File: config.mk
export PLATFORM = sky130hd
export DESIGN_NAME = id_ex_stage_reg
export DESIGN_NICKNAME = d
export VERILOG_FILES = /design/src/rtl/id_ex_stage_reg.sv
export SDC_FILE = /design/constraint.sdc
export NUM_CORES = 1
export LEC_CHECK = 0
export ABC_AREA = 1
export BUFFER_PORTS_ARGS = -buffer_cell sky130_fd_sc_hd__buf_2
export CAP_MARGIN = 0
export CORE_AREA = 2 2 128 130
export CTS_CLUSTER_SIZE = 12
export DETAILED_ROUTE_END_ITERATION = 6
export DIE_AREA = 0 0 130 132
export SETUP_SLACK_MARGIN = 0.1
export SYNTH_ARGS = -nofsm -noshare
export SYNTH_HDL_FRONTEND = slang
export SYNTH_SLANG_ARGS = --single-unit
File: constraint.sdc
create_clock -name clk_i -period 11 [get_ports clk_i]
set_input_delay 2.2 -clock clk_i [delete_from_list [all_inputs] [get_ports clk_i]]
set_output_delay 2.2 -clock clk_i [all_outputs]
set_load 0.01 [all_outputs]
File: src/rtl/id_ex_stage_reg.sv
// ---------------------------------------------------------------------------
// id_ex_stage_reg
//
// ID/EX pipeline register for the 5-stage RISC-V core. Once per rising edge
// it captures the EX/MEM/WB control bundles and the decoded operands of the
// instruction currently in ID and presents them to the EX stage. It also
// holds the load-use hazard detector and turns a load-use stall or a branch
// flush into a bubble.
//
// Optional feature macro: ID_EX_PERF_EN
//   When defined, adds bubble_cnt_o, a saturating 32-bit count of bubbles.
//   When undefined, the port and counter are absent; all else is identical.
//
// Parameters:
//   XLEN          datapath width for PC, operands and immediate
//
// Ports:
//   clk_i         rising-edge clock
//   rst_i         asynchronous active-high reset (state becomes a bubble)
//   EX_signal_i   EX control bundle (ALU op select)
//   MEM_signal_i  MEM control bundle: [2] Branch, [1] MemRead, [0] MemWrite
//   WB_signal_i   WB control bundle: [1] RegWrite, [0] MemtoReg
//   inst_i        instruction word in ID
//   pc_i          PC of the ID instruction
//   rs1_data_i    register-file read data, port 1
//   rs2_data_i    register-file read data, port 2
//   imm_i         sign-extended immediate
//   flush_i       branch-taken flush request for the ID instruction
//   EX_signal_o   registered EX bundle
//   MEM_signal_o  registered MEM bundle
//   WB_signal_o   registered WB bundle
//   pc_o          registered PC
//   rs1_data_o    registered rs1 data
//   rs2_data_o    registered rs2 data
//   imm_o         registered immediate
//   rs1_addr_o    registered inst[19:15]
//   rs2_addr_o    registered inst[24:20]
//   rd_addr_o     registered inst[11:7] (forced to 0 on a bubble)
//   funct_o       registered {inst[31:25], inst[14:12]}
//   stall_o       load-use hazard; PC and IF/ID must hold while high
//   bubble_cnt_o  (ID_EX_PERF_EN only) saturating bubble counter
// ---------------------------------------------------------------------------
module id_ex_stage_reg #(
   parameter int XLEN = 32
) (
   input  logic            clk_i,
   input  logic            rst_i,

   input  logic [1:0]      EX_signal_i,
   input  logic [2:0]      MEM_signal_i,
   input  logic [1:0]      WB_signal_i,
   input  logic [31:0]     inst_i,
   input  logic [XLEN-1:0] pc_i,
   input  logic [XLEN-1:0] rs1_data_i,
   input  logic [XLEN-1:0] rs2_data_i,
   input  logic [XLEN-1:0] imm_i,
   input  logic            flush_i,

   output logic [1:0]      EX_signal_o,
   output logic [2:0]      MEM_signal_o,
   output logic [1:0]      WB_signal_o,
   output logic [XLEN-1:0] pc_o,
   output logic [XLEN-1:0] rs1_data_o,
   output logic [XLEN-1:0] rs2_data_o,
   output logic [XLEN-1:0] imm_o,
   output logic [4:0]      rs1_addr_o,
   output logic [4:0]      rs2_addr_o,
   output logic [4:0]      rd_addr_o,
   output logic [9:0]      funct_o,
   output logic            stall_o
`ifdef ID_EX_PERF_EN
   ,
   output logic [31:0]     bubble_cnt_o
`endif
);

   // Field positions of the RV32 instruction word
   localparam int RS1_LSB   = 15;
   localparam int RS2_LSB   = 20;
   localparam int RD_LSB    = 7;
   localparam int F3_LSB    = 12;
   localparam int F7_LSB    = 25;

   // MemRead bit inside the MEM bundle
   localparam int MEMREAD_BIT = 1;

   // Decoded register fields of the ID instruction
   logic [4:0] id_rs1;
   logic [4:0] id_rs2;
   logic [4:0] id_rd;
   logic [9:0] id_funct;

   // The opcode bits are not registered; this stage only forwards fields
   logic unused_opcode;

   // Pipeline state
   logic [1:0]      ex_d,       ex_q;
   logic [2:0]      mem_d,      mem_q;
   logic [1:0]      wb_d,       wb_q;
   logic [XLEN-1:0] pc_d,       pc_q;
   logic [XLEN-1:0] rs1_data_d, rs1_data_q;
   logic [XLEN-1:0] rs2_data_d, rs2_data_q;
   logic [XLEN-1:0] imm_d,      imm_q;
   logic [4:0]      rs1_addr_d, rs1_addr_q;
   logic [4:0]      rs2_addr_d, rs2_addr_q;
   logic [4:0]      rd_addr_d,  rd_addr_q;
   logic [9:0]      funct_d,    funct_q;

   logic            load_use;
   logic            bubble;

   assign id_rs1        = inst_i[RS1_LSB +: 5];
   assign id_rs2        = inst_i[RS2_LSB +: 5];
   assign id_rd         = inst_i[RD_LSB  +: 5];
   assign id_funct      = {inst_i[F7_LSB +: 7], inst_i[F3_LSB +: 3]};
   assign unused_opcode = ^inst_i[6:0];

   // Load-use detection looks only at the registered load in EX and the
   // instruction in ID, so flush_i has no path to stall_o. The rs2 compare
   // is done for every opcode: an occasional false stall is harmless,
   // whereas a missed one corrupts data. A load into x0 never stalls.
   always_comb begin
      load_use = 1'b0;
      if (mem_q[MEMREAD_BIT] && (rd_addr_q != 5'd0)) begin
         if ((rd_addr_q == id_rs1) || (rd_addr_q == id_rs2)) begin
            load_use = 1'b1;
         end
      end
   end

   // A stall and a flush in the same cycle still produce a single bubble;
   // the OR makes the two requests indistinguishable to the register.
   assign bubble = load_use || flush_i;

   // Next-state selection. Operand fields always follow their inputs so
   // their contents stay deterministic during a bubble; only the control
   // bundles and rd are squashed, which is what makes the slot inert.
   // Because the MEM bundle is cleared, MemRead is 0 after the bubble and
   // the stall releases by itself after exactly one cycle.
   always_comb begin
      pc_d       = pc_i;
      rs1_data_d = rs1_data_i;
      rs2_data_d = rs2_data_i;
      imm_d      = imm_i;
      rs1_addr_d = id_rs1;
      rs2_addr_d = id_rs2;
      funct_d    = id_funct;
      ex_d       = EX_signal_i;
      mem_d      = MEM_signal_i;
      wb_d       = WB_signal_i;
      rd_addr_d  = id_rd;
      if (bubble) begin
         ex_d      = 2'b00;
         mem_d     = 3'b000;
         wb_d      = 2'b00;
         rd_addr_d = 5'd0;
      end
   end

   // Reset clears everything, which is the same as holding a bubble. A
   // bubble in flight when reset arrives is simply dropped.
   always_ff @(posedge clk_i or posedge rst_i) begin
      if (rst_i) begin
         ex_q       <= '0;
         mem_q      <= '0;
         wb_q       <= '0;
         pc_q       <= '0;
         rs1_data_q <= '0;
         rs2_data_q <= '0;
         imm_q      <= '0;
         rs1_addr_q <= '0;
         rs2_addr_q <= '0;
         rd_addr_q  <= '0;
         funct_q    <= '0;
      end else begin
         ex_q       <= ex_d;
         mem_q      <= mem_d;
         wb_q       <= wb_d;
         pc_q       <= pc_d;
         rs1_data_q <= rs1_data_d;
         rs2_data_q <= rs2_data_d;
         imm_q      <= imm_d;
         rs1_addr_q <= rs1_addr_d;
         rs2_addr_q <= rs2_addr_d;
         rd_addr_q  <= rd_addr_d;
         funct_q    <= funct_d;
      end
   end

   assign EX_signal_o  = ex_q;
   assign MEM_signal_o = mem_q;
   assign WB_signal_o  = wb_q;
   assign pc_o         = pc_q;
   assign rs1_data_o   = rs1_data_q;
   assign rs2_data_o   = rs2_data_q;
   assign imm_o        = imm_q;
   assign rs1_addr_o   = rs1_addr_q;
   assign rs2_addr_o   = rs2_addr_q;
   assign rd_addr_o    = rd_addr_q;
   assign funct_o      = funct_q;
   assign stall_o      = load_use;

`ifdef ID_EX_PERF_EN
   // Bubble counter: one count per edge that loads a bubble, regardless of
   // whether stall, flush or both caused it. It sticks at all-ones rather
   // than wrapping so a long run never reads as a small number.
   logic [31:0] bubble_cnt_d, bubble_cnt_q;

   always_comb begin
      bubble_cnt_d = bubble_cnt_q;
      if (bubble && (bubble_cnt_q != 32'hFFFF_FFFF)) begin
         bubble_cnt_d = bubble_cnt_q + 32'd1;
      end
   end

   always_ff @(posedge clk_i or posedge rst_i) begin
      if (rst_i) begin
         bubble_cnt_q <= '0;
      end else begin
         bubble_cnt_q <= bubble_cnt_d;
      end
   end

   assign bubble_cnt_o = bubble_cnt_q;
`else
   // Without the performance option no bubble statistics are kept.
`endif

endmodule
Yosys cells after proc, flatten, opt, wreduce, memory -nomap -nowiden
Cells that the tools add are included.
{"block": "word_totals", "regBits": 160, "inputBits": 170, "out_inout_bits": 161, "elab_cells": 23}
{"block": "op_classes", "n_eq_ne": 2, "mux": 6, "reduce_logical": 4}
{"operator": "equality test 5 bit", "n": 2}
{"operator": "two-way mux 5 bit", "n": 1}
{"operator": "nonzero test 5 bit", "n": 1}
{"operator": "two-way mux 2 bit", "n": 2}
{"operator": "two-way mux 3 bit", "n": 1}
{"operator": "logical OR 1 bit", "n": 2}
{"operator": "two-way mux 1 bit", "n": 2}
{"operator": "logical AND 1 bit", "n": 1}

Depth between registers and ports, before layout
{"block": "logic_depth", "word_depth": 6, "depth_mapped": 10, "mapped_depth_nobuf": 9}

Worst setup path after synthesis
Ideal clock, no wire load.
{"block": "synth_timing", "kind": "input -> output", "startpoint": "in inst_i[19]", "endpoint": "out stall_o", "arrival_time_ns": 2.670, "t_required_ns": 8.800, "path_slack_ns": 6.130, "cell_stages": 8, "n_path_buf": 0, "cell_sequence": "inv_1 > nand2_1 > nand2_1 > nor2_1 > nand3_1 > nand2_1 > nand2_2 > inv_1"}
{"block": "synth_between", "elab_chain_len": 4}
{"item": "from (decl)", "line": "52", "text": "input logic [31:0] inst_i,"}
{"item": "equality test 5 bit", "line": "125", "text": "if ((rd_addr_q == id_rs1) || (rd_addr_q == id_rs2)) begin"}
{"item": "logical OR 1 bit", "line": "125"}
{"item": "two-way mux 1 bit", "line": "125"}
{"item": "two-way mux 1 bit", "line": "124", "text": "if (mem_q[MEMREAD_BIT] && (rd_addr_q != 5'd0)) begin"}
{"item": "to (decl)", "line": "70", "text": "output logic stall_o"}
No other way between the ends.

Final worst setup path
{"block": "layout_timing", "startpoint": "in inst_i[20]", "endpoint": "out stall_o"}
The elaborated chain is that of the path after synthesis.

==> out/results.ini <==
[global_route]
grt_pass1_vias=3389
grt_pass1_wl_mm=17.4
antenna_found_initial=0
grt_max_degree=83
track_usage=0.135
globalRoute.totalOverflow=0

[synth]
synth_commonest_cells=dfrtp_1 (160), inv_1 (29), nand2_1 (24), nor2_1 (17), nand3_1 (3)
yosysSeqAreaShare=0.924
synth_area_leaders=dfrtp_1 (92%), inv_1 (2.5%), nand2_1 (2.1%)
synth_edf_count=0
syn_area_sq_mm=0.00433
yosys.area.top_type_share=0.924
yosys_warnings=0
syn_area_per_cell_sq_um=18.1
synth_top_area_cell=dfrtp_1
syn_nets=410
synth_flop_cell=dfrtp_1
synth_seq_cells=160
ys_async_sr_fraction=1.00
yosysMostFrequentCell=dfrtp_1
synth_cells=240
synth_cell_types=10

[detailed_routing]
drc_errors=0
routed.top_layer=met4
firstDrtPassIters=4
ant_nets=0
dr_wl_met3_mm=1.36
met1_length_mm=4.10
wire_per_inst_um=14.1
vias=3042
finalWirelength_mm=11.4
vias_per_cell=3.75
drtIter0Drc=88
route.met2.wl_mm=5.67

[floorplan]
die_w_um=130
coreArea_sq_mm=0.0157
io_pins=331
row_count=46
dieArea_sq_mm=0.0172
initial_core_util=0.276
die_h_um=132

[placed_design]
placed_cells=779
dpl_cell_area_sq_mm=0.00622
pre_cts_ws_ns=5.83
routabilityCongestion=0.766
port_buffers=323
dp_hpwl_mm=8.99

[hold_path]
hp-class=flop to flop
worstHoldStart=MEM_signal_o[1]

[sta]
skew_ns=0.00277
rsz0062_at_grt=false
hold_violations=0
timing.final.crit_period_ns=5.17
min_period_over_period=0.470
tns_ns=0
setup_ws_ns=5.83
worstMarginPinSlew_ns=0.965
final_max_slew_viol_count=0
relSlewSlack=0.357
holdWs_ns=0.791
clock.fmax_ghz=0.194
setup_viol=0

[job]
maxCapViolCount=0

[power_and_ir_drop]
p_per_area_mw_per_mm2=193
leakage_nw=3.73
power_mw=1.32
peakVddDrop_mv=0.0916

[worst_setup_path]
cp-end-kind=primary output
r2r_slack_ns=9.65
crit_fanout=3
critical_path_class=input pin to primary output
timing.rr.start=rd_addr_o[4]
cp-startpoint=inst_i[20]
worstSetupStartpointType=input pin
arrival_ns=2.97
cp.required_ns=8.80

[clock_network]
clkSlewWorstSetupHoldPaths_ns=0.06
cts_buffers=17
clock_sinks=160
cts_setup_buffers=0
cts_htree_levels=4
holdBufCountCts=0
clockBufferDepth=2
ctsResizeCount=0
cts_tree=yes
clockRootBuffer=clkbuf_16
worstSkewPairLatency_ns=0.40

[finish]
layoutNonFillerInstCount=811
drive_gt1_frac=0.605
nets=752
diodes=0
nFillCells=1465
fin_util=0.435
postLayoutCellArea_sq_mm=0.00683
area_growth_pct=57.7

[run_status]
status=complete, no violations

-- sequential cells by signal, summed over array words and instances, names as in the netlist --
name / flops
EX_signal_o: 2
MEM_signal_o: 3
WB_signal_o: 2
funct_o: 10
imm_o: 32
pc_o: 32
rd_addr_o: 5
rs1_addr_o: 5
rs1_data_o: 32
rs2_addr_o: 5
rs2_data_o: 32
-- path summary, 6_finish.rpt --
path | end | cells past startpoint
min reg2reg | WB_signal_o[1] | 5
max reg2reg | rd_addr_o[4] | 7
min | WB_signal_o[1] | 5
max in group asynchronous | imm_o[5] | 3
max | stall_o | 9
min in group asynchronous | imm_o[20] | 2
-- where the power goes --
| part | total, mW | switching, mW | internal, mW |
|---|---|---|---|
| Sequential | 0.626 | 0.00830 | 0.618 |
| Combinational | 0.0986 | 0.0545 | 0.0441 |
| Clock | 0.594 | 0.236 | 0.358 |
| Total | 1.32 | 0.299 | 1.02 |
-- final cells by class --
cell class / instances / area (sq um) / area share
Clock buffer: 20 / 467 / 0.0683
Clock inverter: 12 / 144 / 0.0211
Inverter: 29 / 114 / 0.0167
Multi-Input combinational cell: 50 / 210 / 0.0308
Sequential cell: 160 / 4000 / 0.586
Tap cell: 216 / 270 / 0.0396
Timing Repair Buffer: 324 / 1620 / 0.238
-- layout by cell type (no fill, tap or decap) --
cell / instances
clkinv_2: 1
inv_1: 28
buf_4: 1
nand3_1: 3
bufinv_16: 2
xnor2_1: 2
nand2_1: 24
clkinv_4: 1
nor2_1: 17
buf_2: 323
clkbuf_16: 17
inv_6: 6
nor3_1: 1
inv_8: 1
nor2_2: 1
nand2_2: 2
clkbuf_8: 3
dfrtp_1: 160
clkinvlp_4: 2
-- critical path: stages --
cell     delay [ns]
buf_2          0.11
nor2_1         0.09
nor2_1         0.06
nor2_1         0.10
nand3_1        0.08
nand2_1        0.09
nand2_2        0.07
inv_1          0.05
buf_2          0.12
-- metal layers --
metal / track usage / up-vias
met5: 0 / -
met4: 0.0669 / 0
met3: 0.0662 / 22
met2: 0.225 / 207
met1: 0.141 / 1417
li1: - / 1396
-- kinds of logic after synthesis --
group | count (synthesis) | share of synthesized area
xor+xnor | 2 | 0.00404
buf+inv | 30 | 0.0277
flops | 160 | 0.924
simple gates | 48 | 0.0445
Power figures use the tool's default switching activity.
